File: src/rtl/router_pkg.sv
// rtl/router_pkg.sv - shared constants and FSM state encoding for the 1x3 router
package router_pkg;

    localparam int ADDR_W          = 2;
    localparam int NUM_CH          = 3;
    localparam int TIMEOUT_DEFAULT = 30;

    localparam logic [ADDR_W-1:0] ADDR_NONE = 2'b11;

    typedef enum logic [2:0] {
        ST_DECODE_ADDRESS    = 3'd0,
        ST_LOAD_FIRST_DATA   = 3'd1,
        ST_LOAD_DATA         = 3'd2,
        ST_WAIT_TILL_EMPTY   = 3'd3,
        ST_FIFO_FULL_STATE   = 3'd4,
        ST_LOAD_AFTER_FULL   = 3'd5,
        ST_LOAD_PARITY       = 3'd6,
        ST_CHECK_PARITY_ERR  = 3'd7
    } router_fsm_state_e;

endpackage

File: src/rtl/router_timeout_ctr.sv
// rtl/router_timeout_ctr.sv - per-channel read-timeout watchdog with one-cycle soft reset
module router_timeout_ctr #(
    parameter int TIMEOUT = 30,
    parameter int CNT_W   = 5
) (
    input  logic clk,
    input  logic rst,
    input  logic vld,
    input  logic rd,
    output logic soft_rst
);

    localparam logic [CNT_W-1:0] LP_LAST = CNT_W'(TIMEOUT - 1);

    logic [CNT_W-1:0] r_cnt;
    logic             r_soft_rst;

    // A read on the terminal edge outranks the timeout, so no pulse is raised.
    always_ff @(posedge clk) begin
        if (rst || !vld || rd) begin
            r_cnt      <= '0;
            r_soft_rst <= 1'b0;
        end else if (r_cnt == LP_LAST) begin
            r_cnt      <= '0;
            r_soft_rst <= 1'b1;
        end else begin
            r_cnt      <= r_cnt + 1'b1;
            r_soft_rst <= 1'b0;
        end
    end

    assign soft_rst = r_soft_rst;

endmodule

File: src/rtl/router_sync_ctrl.sv
// rtl/router_sync_ctrl.sv - address latch, write steering, full mux and watchdogs for the router outputs
module router_sync_ctrl
    import router_pkg::*;
#(
    parameter int TIMEOUT = TIMEOUT_DEFAULT,
    parameter int CNT_W   = 5
) (
    input  logic              clk,
    input  logic              rst,
    input  logic              detect_addr,
    input  logic [ADDR_W-1:0] data_in,
    input  logic              write_enb_reg,
    input  logic              read_enb_0,
    input  logic              read_enb_1,
    input  logic              read_enb_2,
    input  logic              empty_0,
    input  logic              empty_1,
    input  logic              empty_2,
    input  logic              full_0,
    input  logic              full_1,
    input  logic              full_2,
    output logic [NUM_CH-1:0] write_enb,
    output logic              fifo_full,
    output logic              vld_out_0,
    output logic              vld_out_1,
    output logic              vld_out_2,
    output logic              soft_rst_0,
    output logic              soft_rst_1,
    output logic              soft_rst_2
);

    logic [ADDR_W-1:0] r_addr;
    logic [NUM_CH-1:0] w_write_enb;
    logic              w_fifo_full;
    logic [NUM_CH-1:0] w_vld;
    logic [NUM_CH-1:0] w_rd;
    logic [NUM_CH-1:0] w_soft_rst;

    // Soft resets deliberately leave the address alone; only decode reloads it.
    always_ff @(posedge clk) begin
        if (rst) begin
            r_addr <= ADDR_NONE;
        end else if (detect_addr) begin
            r_addr <= data_in;
        end
    end

    always_comb begin
        w_write_enb = '0;
        w_fifo_full = 1'b0;
        case (r_addr)
            2'd0: begin
                w_write_enb[0] = write_enb_reg;
                w_fifo_full    = full_0;
            end
            2'd1: begin
                w_write_enb[1] = write_enb_reg;
                w_fifo_full    = full_1;
            end
            2'd2: begin
                w_write_enb[2] = write_enb_reg;
                w_fifo_full    = full_2;
            end
            default: begin
                w_write_enb = '0;
                w_fifo_full = 1'b0;
            end
        endcase
    end

    assign w_vld = ~{empty_2, empty_1, empty_0};
    assign w_rd  = {read_enb_2, read_enb_1, read_enb_0};

    for (genvar g = 0; g < NUM_CH; g++) begin : g_wdog
        router_timeout_ctr #(
            .TIMEOUT (TIMEOUT),
            .CNT_W   (CNT_W)
        ) u_wdog (
            .clk      (clk),
            .rst      (rst),
            .vld      (w_vld[g]),
            .rd       (w_rd[g]),
            .soft_rst (w_soft_rst[g])
        );
    end

    assign write_enb  = w_write_enb;
    assign fifo_full  = w_fifo_full;
    assign vld_out_0  = w_vld[0];
    assign vld_out_1  = w_vld[1];
    assign vld_out_2  = w_vld[2];
    assign soft_rst_0 = w_soft_rst[0];
    assign soft_rst_1 = w_soft_rst[1];
    assign soft_rst_2 = w_soft_rst[2];

endmodule

File: config.mk
export PLATFORM = sky130hd
export DESIGN_NAME = router_sync_ctrl
export DESIGN_NICKNAME = d
export VERILOG_FILES = /design/src/rtl/router_pkg.sv /design/src/rtl/router_timeout_ctr.sv /design/src/rtl/router_sync_ctrl.sv
export SDC_FILE = /design/constraint.sdc
export NUM_CORES = 1
export LEC_CHECK = 0
export CAP_MARGIN = 20
export CORE_MARGIN = 2
export CORE_UTILIZATION = 45
export DETAILED_ROUTE_END_ITERATION = 6
export HOLD_SLACK_MARGIN = 0.08
export MAX_ROUTING_LAYER = met4
export PLACE_DENSITY = 0.77
export SLEW_MARGIN = 20
export SYNTH_ARGS = -nofsm -noshare
export SYNTH_HDL_FRONTEND = slang
export SYNTH_SLANG_ARGS = --single-unit
File: constraint.sdc
create_clock -name clk -period 1.39 [get_ports clk]
set_input_delay 0.278 -clock clk [delete_from_list [all_inputs] [get_ports clk]]
set_output_delay 0.278 -clock clk [all_outputs]
set_load 0.005 [all_outputs]
==> results of run 1 <==
==> sequential cells by signal, summed over array words and instances, names as in the netlist <==
| signal | count |
|---|---|
| g_wdog.u_wdog.r_cnt | 15 |
| g_wdog.u_wdog.soft_rst | 3 |
| r_addr | 2 |
==> logic make-up (layout without fill, tap and decap cells) <==
logic type | after synthesis | after routing | synth area share, %
adder cells (fa/ha/maj) | 6 | 6 | 8.86
AO/OA/AOI/OAI | 3 | 3 | 2.95
buffers and inverters | 7 | 40 | 3.99
XOR/XNOR | 9 | 9 | 9.31
multiplexers | 1 | 1 | 1.18
AND/OR/NAND/NOR | 39 | 39 | 26.4
flip-flops | 20 | 20 | 47.3
==> worst reg2reg max path, cell delays in order, from the launching register on <==
cell and delay (ns):
dfxtp_1 0.39, ha_1 0.16, nand4_1 0.13, nor4_1 0.21
==> layout by cell type (no fill, tap or decap), types with 2 or more instances in the layout <==
master and instances:
nor2_1 15, dlygate4sd2_1 7, buf_2 3, clkdlybuf4s50_1 13, xor2_1 6, nor4_1 3
and3b_1 2, a211o_2 2, nor2b_1 2, ha_1 6, nor3_2 2, nand2_2 3
buf_4 6, clkbuf_4 3, dfxtp_1 18, nand3_1 6, inv_1 6, xnor2_1 3
nand4_1 3
==> worst paths after layout <==
check	startpoint	end	slack, ns
min reg2reg	g_wdog[1].u_wdog.r_cnt[0]	g_wdog[1].u_wdog.r_cnt[0]	0.48
max	r_addr[0]	fifo_full	-0.007
min	g_wdog[1].u_wdog.r_cnt[0]	g_wdog[1].u_wdog.r_cnt[0]	0.48
max reg2reg	g_wdog[2].u_wdog.r_cnt[0]	g_wdog[2].u_wdog.soft_rst	0.40
==> layer usage <==
layer  up-vias  track usage (%)
met5         -                -
met4         0             13.3
met3         5             3.08
met2        21             25.7
met1       291             16.7
li1        354                -
==> cell type report <==
cell class              count  area (µm²)
inverters                   6        22.5
clock buffers               3        22.5
flip-flops and latches     20         405
fillers                   160         573
repair buffers             31         273
multi-input cells          58         418
well taps                  25        31.3
==> power by group through the flow <==
stage	sequential (µW)	combinational, µW	clock, µW
final	589	118	262
after global routing	591	130	291
after CTS	590	119	276
after detailed placement	604	114	0
after global placement	604	112	0
after floorplan	602	37.7	0
==> what timing repair did <==
item,4_1_cts,5_1_grt
setup buffers,3,0
resized for setup,25,2
setup endpoints to repair,10,2
pin swaps,1,1
==> metrics by stage <==
step                      utilization, %  cells
after floorplan                        -     85
after global placement              65.2    137
after detailed placement            65.2    137
after CTS                           67.0    143
after global routing                67.2    143
final                               67.2    143
==> run summary, run 1 <==
## Outcome
* status: finished with violations
* violated checks: negative setup slack

## Finish
* Post-layout nets: 141
* signed area change from the synthesized netlist to the final layout: 38.4%
* share of cells above drive strength 1: 20.3%
* ANT cells: 0
* Non-Filler Cell Area, Final: 1170 µm²

## Timing
* Final TNS setup: -0.00743 ns
* hold violation count in the final report: 0
* final cycle utilization of the critical path: 101%
* slew at the pin closest to its max-slew limit: 0.242 ns
* minimum clock period after layout: 1.40 ns
* number of setup violations in the final report: 1
* worst clock skew on the final layout: 0.00359 ns
* worst slack on hold paths: 0.482 ns
* unrepaired setup endpoints after global routing: true
* highest clock rate: 716 MHz
* worst setup slack after layout: -0.00743 ns
* count of final max-slew check failures: 0
* max_slew headroom: 83.8%

## Floorplanning
* area inside the core boundary: 1750 µm²
* area of the die: 2250 µm²
* Chip Width: 47.4 µm
* I/O pins: 25
* starting density of the core: 48.5%
* standard-cell rows: 15
* Die H: 47.4 µm

## Place
* placed cell areas: 1140 µm²
* DP HPWL: 1120 µm
* Port Buf Inserts: 24
* Final GP Congestion: 0.685
* Placement Setup Slack: -0.387 ns

## Global route
* vias in the first global route: 592
* global-route wire length before repair: 2320 µm
* overflow left after global routing: 0
* antenna violations before repair: 0
* overall fraction of global-route tracks in use: 16.0%
* pin count of the biggest net entering global routing: 11

## Drt
* DR iter-0 viols: 4
* count of TritonRoute iterations in the first routing pass: 2
* Routed met1 length: 667 µm
* WL final: 1490 µm
* Vias/cell: 4.69
* via count: 671
* Routed met2 length: 655 µm
* top routing layer in use: met4
* drt drc: 0
* Detail Route met3 WL: 118 µm
* Routed WL per cell: 10.4 µm
* post-route antenna net violation count: 0

## Power
* part of the power in the clock network: 27.1%
* switching power as a share of total power: 21.8%
* Max VDD drop: 0.654 mV
* total leakage power: 0.000493 µW
* reported net switching power: 211 µW
* relative contribution of sequential cells to total power: 60.7%
* logic gate share of total power: 12.2%
* overall power: 970 µW
* P per Cell Area: 827 nW/µm²
* Internal: 758 µW

## Yosys
* most frequent cell after synthesis: dfxtp_1
* Synth Register Bits: 20
* synth cell count leaders: 20 x dfxtp_1, 15 x nor2_1
* number of synthesis warnings: 0
* area of the mapped netlist: 847 µm²
* synthesized net count: 106
* Post-Syn Instances: 85
* most area-hungry cell type in the Yosys netlist: dfxtp_1
* asr flop ratio synth: 0%
* library cells used by synthesis: 20
* Post-synth EDFFs: 0
* post-synthesis average cell area: 9.97 µm²
* sequential cell area fraction in the yosys report: 47.3%
* share of the synthesized area in the top cell type: 47.3%
* cell types with the largest area share after synthesis: dfxtp_1 47%, ha_1 8.9%, nor2_1 6.6%
* Primary FF master, synth: dfxtp_1

## CTS
* number of buffers created by CTS: 3
* Hold Buf Count CTS: 0
* clock transition at the registers of the reported paths: 0.10 ns
* sink count of the clock tree: 20
* clock insertion delay at the later pin of the skew report: 0.29 ns
* Longest Clk Path Bufs: 2
* clock root cell: clkbuf_4
* number of H-tree levels: 1
* TritonCTS clock tree: built

## Critical path
* length in cells of the worst reg-to-reg path: 3
* endpoint class of the critical path: output pin
* Top delay family on crit path: flip-flops
* top fanout value on the critical path: 5
* series of cell instances along the critical path: buf_6 > mux2i_1 > o21ai_1 > buf_2
* endpoint arrival time on the critical path: 1.12 ns
* count of cell instances traversed by the critical path: 4
* critical-path cell with the highest stage delay: dfxtp_4
* Critical Setup Path Class: register to output pin
* total buffers and inverters traversed by the critical path: 2
* kind of start point of the critical path: register
* maximum cell stage delay along the critical path: 0.38 ns
* required arrival time at the worst endpoint: 1.11 ns

## Run
* max-cap check violation count: 0

## Worst hold path
* number of cells on the worst hold path: 1
* classification of the worst-slack hold path: register to register

Note: power is estimated with default switching activity, not from simulation.
==> run 2: changes to the inputs <==
Settings changed: HOLD_SLACK_MARGIN 0.08 to unset, REMOVE_ABC_BUFFERS set to 1.
==> run 2 against run 1 <==
Net effect:
- the flow now finishes without violations
- flip-flop and latch count unchanged
- critical path depth fell by 1
- non-clock buffer count decreased by 2
- total power up 7.0%
- sequential power barely moved
- clock-buffer cell count increased by 1
- clock power up 29%
- clock skew about the same
- via count is the same
- register-to-register slack about the same
- highest routed layer unchanged
==> run summary, run 2 (synthesized netlist as in run 1, its figures left out) <==
## Global route
* overall fraction of global-route tracks in use: 14.3%
* antenna violations before repair: 0
* global-route wire length before repair: 2140 µm
* vias in the first global route: 541
* pin count of the biggest net entering global routing: 12
* overflow left after global routing: 0

## Place
* placed instance count: 137
* Port Buf Inserts: 24
* DP HPWL: 1060 µm
* Final GP Congestion: 0.663

## Critical path
* Top delay family on crit path: flip-flops
* total buffers and inverters traversed by the critical path: 2
* endpoint class of the critical path: output pin
* maximum cell stage delay along the critical path: 0.37 ns
* critical-path cell with the highest stage delay: dfxtp_4
* top fanout value on the critical path: 5
* Critical Setup Path Class: register to output pin
* required arrival time at the worst endpoint: 1.11 ns
* endpoint arrival time on the critical path: 1.08 ns
* series of cell instances along the critical path: buf_4 > nor3b_2 > buf_2
* kind of start point of the critical path: register

## Drt
* count of TritonRoute iterations in the first routing pass: 2
* post-route antenna net violation count: 0
* DR iter-0 viols: 2
* WL final: 1380 µm
* via count: 671
* drt drc: 0
* Vias/cell: 4.73
* Routed WL per cell: 9.71 µm

## CTS
* Longest Clk Path Bufs: 2
* TritonCTS clock tree: built
* sink count of the clock tree: 20
* clock insertion delay at the later pin of the skew report: 0.30 ns
* number of buffers created by CTS: 3
* number of H-tree levels: 1
* clock root cell: clkbuf_4
* clock transition at the registers of the reported paths: 0.11 ns

## Timing
* highest clock rate: 734 MHz
* number of setup violations in the final report: 0
* count of final max-slew check failures: 0
* worst clock skew on the final layout: 0.00394 ns
* slew at the pin closest to its max-slew limit: 0.200 ns
* max_slew headroom: 86.5%
* hold violation count in the final report: 0
* worst slack on hold paths: 0.478 ns
* Final TNS setup: 0 ns
* unrepaired setup endpoints after global routing: true
* minimum clock period after layout: 1.36 ns
* final cycle utilization of the critical path: 98.0%

## Power
* Max VDD drop: 0.530 mV
* overall power: 1040 µW
* total leakage power: 0.000490 µW
* P per Cell Area: 893 nW/µm²

## Worst hold path
* classification of the worst-slack hold path: register to register

## Finish
* share of cells above drive strength 1: 20.5%
* ANT cells: 0
* area taken by multi-input logic gates: 418 µm²
* max FFs per register: 15
* register with the most flip-flops: g_wdog.u_wdog.r_cnt
* Fillers: 148
* most common cell after layout, fill and taps aside: dfxtp_1
* signed area change from the synthesized netlist to the final layout: 37.2%
* commonest cells after routing, fill and taps aside: 18 x dfxtp_1, 15 x nor2_1, 13 x clkdlybuf4s50_1, 7 x dlygate4sd2_1
* Post-layout nets: 139
* register area: 405 µm²
* Cell Count, Final, Fillers Out: 142

## Floorplanning
* standard-cell rows: 15
* starting density of the core: 48.5%
* I/O pins: 25
* Die H: 47.4 µm
* area inside the core boundary: 1750 µm²
* Chip Width: 47.4 µm
* area of the die: 2250 µm²

## Run
* max-cap check violation count: 0

## Outcome
* status: completed

-- run 2: cell count changes in the layout (fill, tap and decap cells not counted) --
cell             delta
buf_6               -1
clkbuf_8            +1
clkdlybuf4s15_1     -1
clkbuf_2            +2
buf_4               -1
buf_2               -1
-- run 2: final cells by class --
class,count,share of cell area [%]
Multi-Input combinational cell,58,36.0
Inverter,6,1.94
Tap cell,25,2.69
Clock buffer,4,3.12
Timing Repair Buffer,29,21.4
Sequential cell,20,34.9
-- run 2: worst paths after layout --
check / slack [ns] / startpoint / depth (start not counted) / endpoint
hold reg to reg: 0.48 / g_wdog[0].u_wdog.r_cnt[0] / 1 / g_wdog[0].u_wdog.r_cnt[0]
setup / recovery: 0.03 / r_addr[0] / 3 / write_enb[0]
setup reg to reg: 0.40 / g_wdog[1].u_wdog.r_cnt[0] / 4 / g_wdog[1].u_wdog.r_cnt[4]
hold / removal: 0.48 / g_wdog[0].u_wdog.r_cnt[0] / 1 / g_wdog[0].u_wdog.r_cnt[0]
-- run 2: layer usage --
layer,wire (µm),GRT usage [%],up-vias
met5,0,-,-
li1,-,-,351
met1,640,16.2,295
met2,565,23.0,21
met4,24,8.33,0
met3,148,3.08,4
-- run 2: timing repair --
action | CTS | global route
gates resized for setup | 23 | 3
setup endpoints to repair | 10 | 4
setup buffers | 1 | 0
hold buffers | 0 | 0
-- run 2: power by group --
part	internal [µW]	switching [µW]	total [µW]
logic	69.5	38.3	108
registers	582	9.61	591
clock network	160	179	339
-- run 2: through the flow --
step / setup slack, ns / cell area (µm²) / utilization [%]
finish: 0.0272 / 1160 / 66.6
global route: -0.0135 / 1160 / 66.6
CTS: -0.0287 / 1170 / 67.1
detailed placement: -0.362 / 1140 / 65.2
global placement: -0.338 / 1140 / 65.2
floorplan: 0.477 / 836 / -
==> run 3: changes to the inputs <==
Settings changed: MAX_ROUTING_LAYER met4 to unset.
==> run 3 against run 2 <==
Net effect:
- die area unchanged
- non-clock buffer count unchanged
- critical path depth unchanged
- first-iteration DRC count up 50%
- setup slack worse by 0.0019 ns
- combinational power about the same
- total power up 0.36%
- global-route usage down 0.45 points
- critical endpoint unchanged
- largest power group unchanged
==> run summary, run 3 (synthesized netlist as in run 1, its figures left out) <==
## Outcome
* status: completed

## Place
* DP HPWL: 1060 µm
* Final GP Congestion: 0.657
* placed instance count: 137
* placed cell areas: 1140 µm²
* Placement Setup Slack: -0.362 ns
* Port Buf Inserts: 24

## CTS
* clock insertion delay at the later pin of the skew report: 0.30 ns
* Hold Buf Count CTS: 0
* TritonCTS clock tree: built
* number of buffers created by CTS: 3
* clock root cell: clkbuf_4
* Longest Clk Path Bufs: 2
* number of H-tree levels: 1
* clock transition at the registers of the reported paths: 0.11 ns
* sink count of the clock tree: 20

## Critical path
* top fanout value on the critical path: 5
* series of cell instances along the critical path: buf_4 > nor3b_2 > buf_2
* endpoint class of the critical path: output pin
* endpoint arrival time on the critical path: 1.09 ns
* critical-path cell with the highest stage delay: dfxtp_4
* maximum cell stage delay along the critical path: 0.37 ns
* kind of start point of the critical path: register
* Critical Setup Path Class: register to output pin
* required arrival time at the worst endpoint: 1.11 ns

## Global route
* global-route wire length before repair: 2150 µm
* overall fraction of global-route tracks in use: 13.9%
* antenna violations before repair: 0
* pin count of the biggest net entering global routing: 12
* overflow left after global routing: 0
* vias in the first global route: 541

## Drt
* WL final: 1380 µm
* via count: 669
* drt drc: 0
* DR iter-0 viols: 3
* post-route antenna net violation count: 0
* Routed WL per cell: 9.72 µm
* Vias/cell: 4.71
* count of TritonRoute iterations in the first routing pass: 2

## Power
* Max VDD drop: 0.530 mV
* reported net switching power: 231 µW
* relative contribution of sequential cells to total power: 56.8%
* logic gate share of total power: 10.3%
* P per Cell Area: 896 nW/µm²
* total leakage power: 0.000490 µW
* part of the power in the clock network: 32.9%
* switching power as a share of total power: 22.1%
* Internal: 811 µW

## Timing
* max_slew headroom: 86.3%
* final cycle utilization of the critical path: 98.2%
* minimum clock period after layout: 1.36 ns
* highest clock rate: 733 MHz
* slew at the pin closest to its max-slew limit: 0.204 ns
* count of final max-slew check failures: 0
* worst clock skew on the final layout: 0.00610 ns
* number of setup violations in the final report: 0
* worst setup slack after layout: 0.0254 ns
* unrepaired setup endpoints after global routing: true
* hold violation count in the final report: 0

## Finish
* signed area change from the synthesized netlist to the final layout: 37.2%
* most common cell after layout, fill and taps aside: dfxtp_1
* Post-layout nets: 139
* register with the most flip-flops: g_wdog.u_wdog.r_cnt
* Non-Filler Cell Area, Final: 1160 µm²
* ANT cells: 0
* commonest cells after routing, fill and taps aside: 18 x dfxtp_1, 15 x nor2_1, 13 x clkdlybuf4s50_1, 7 x dlygate4sd2_1
* max FFs per register: 15
* share of cells above drive strength 1: 20.5%
* Cell Count, Final, Fillers Out: 142

## Floorplanning
* standard-cell rows: 15
* I/O pins: 25
* Die H: 47.4 µm
* area inside the core boundary: 1750 µm²
* starting density of the core: 48.5%
* Chip Width: 47.4 µm
* area of the die: 2250 µm²

## Run
* max-cap check violation count: 0

## Worst hold path
* classification of the worst-slack hold path: register to register

==> run 3: worst max-delay path, delay by kind of cell, from the launching register on <==
kind	cells	cell delay, ns
DFF	1	0.37
buffers and inverters	2	0.27
and+or+nand+nor	1	0.14
==> run 3: power by group through the flow <==
stage	sequential (µW)	combinational (µW)	clock, µW
after CTS	591	111	352
after global routing	593	119	371
after floorplan	602	31.4	0
after detailed placement	604	114	0
final	591	108	343
after global placement	604	112	0
==> run 3: final cells by class <==
class                           count  area [µm²]
Fill cell                         148         583
Multi-Input combinational cell     58         418
Sequential cell                    20         405
Timing Repair Buffer               29         249
Clock buffer                        4        36.3
Tap cell                           25        31.3
Inverter                            6        22.5
==> run 3: worst paths after layout <==
kind                              from                        end  slack, ns  cells after the start
max                          r_addr[0]               write_enb[0]       0.03                      3
min          g_wdog[0].u_wdog.r_cnt[0]  g_wdog[0].u_wdog.r_cnt[0]       0.48                      1
max reg2reg  g_wdog[1].u_wdog.r_cnt[0]  g_wdog[1].u_wdog.r_cnt[4]       0.40                      4
min reg2reg  g_wdog[0].u_wdog.r_cnt[0]  g_wdog[0].u_wdog.r_cnt[0]       0.48                      1
==> run 3: through the flow <==
step	total power [µW]	TNS, ns	hold WS, ns	utilization (%)
after floorplan	634	0	0.354	-
after global placement	716	-1.62	0.447	65.2
after detailed placement	719	-1.72	0.458	65.2
after CTS	1060	-0.0287	0.485	67.1
after global routing	1080	-0.0302	0.499	66.6
final	1040	0	0.478	66.6
==> run 3: what timing repair did <==
| item | in CTS | in global routing |
|---|---|---|
| endpoints found under the setup margin | 10 | 4 |
| buffers inserted | 1 | 0 |
| gates resized for setup | 23 | 3 |
==> run 3: layer usage <==
layer / global-route usage, % / wire [µm]
met1: 16.2 / 639
met2: 23.0 / 575
met3: 3.08 / 144
met4: 8.33 / 21
met5: 0 / 0
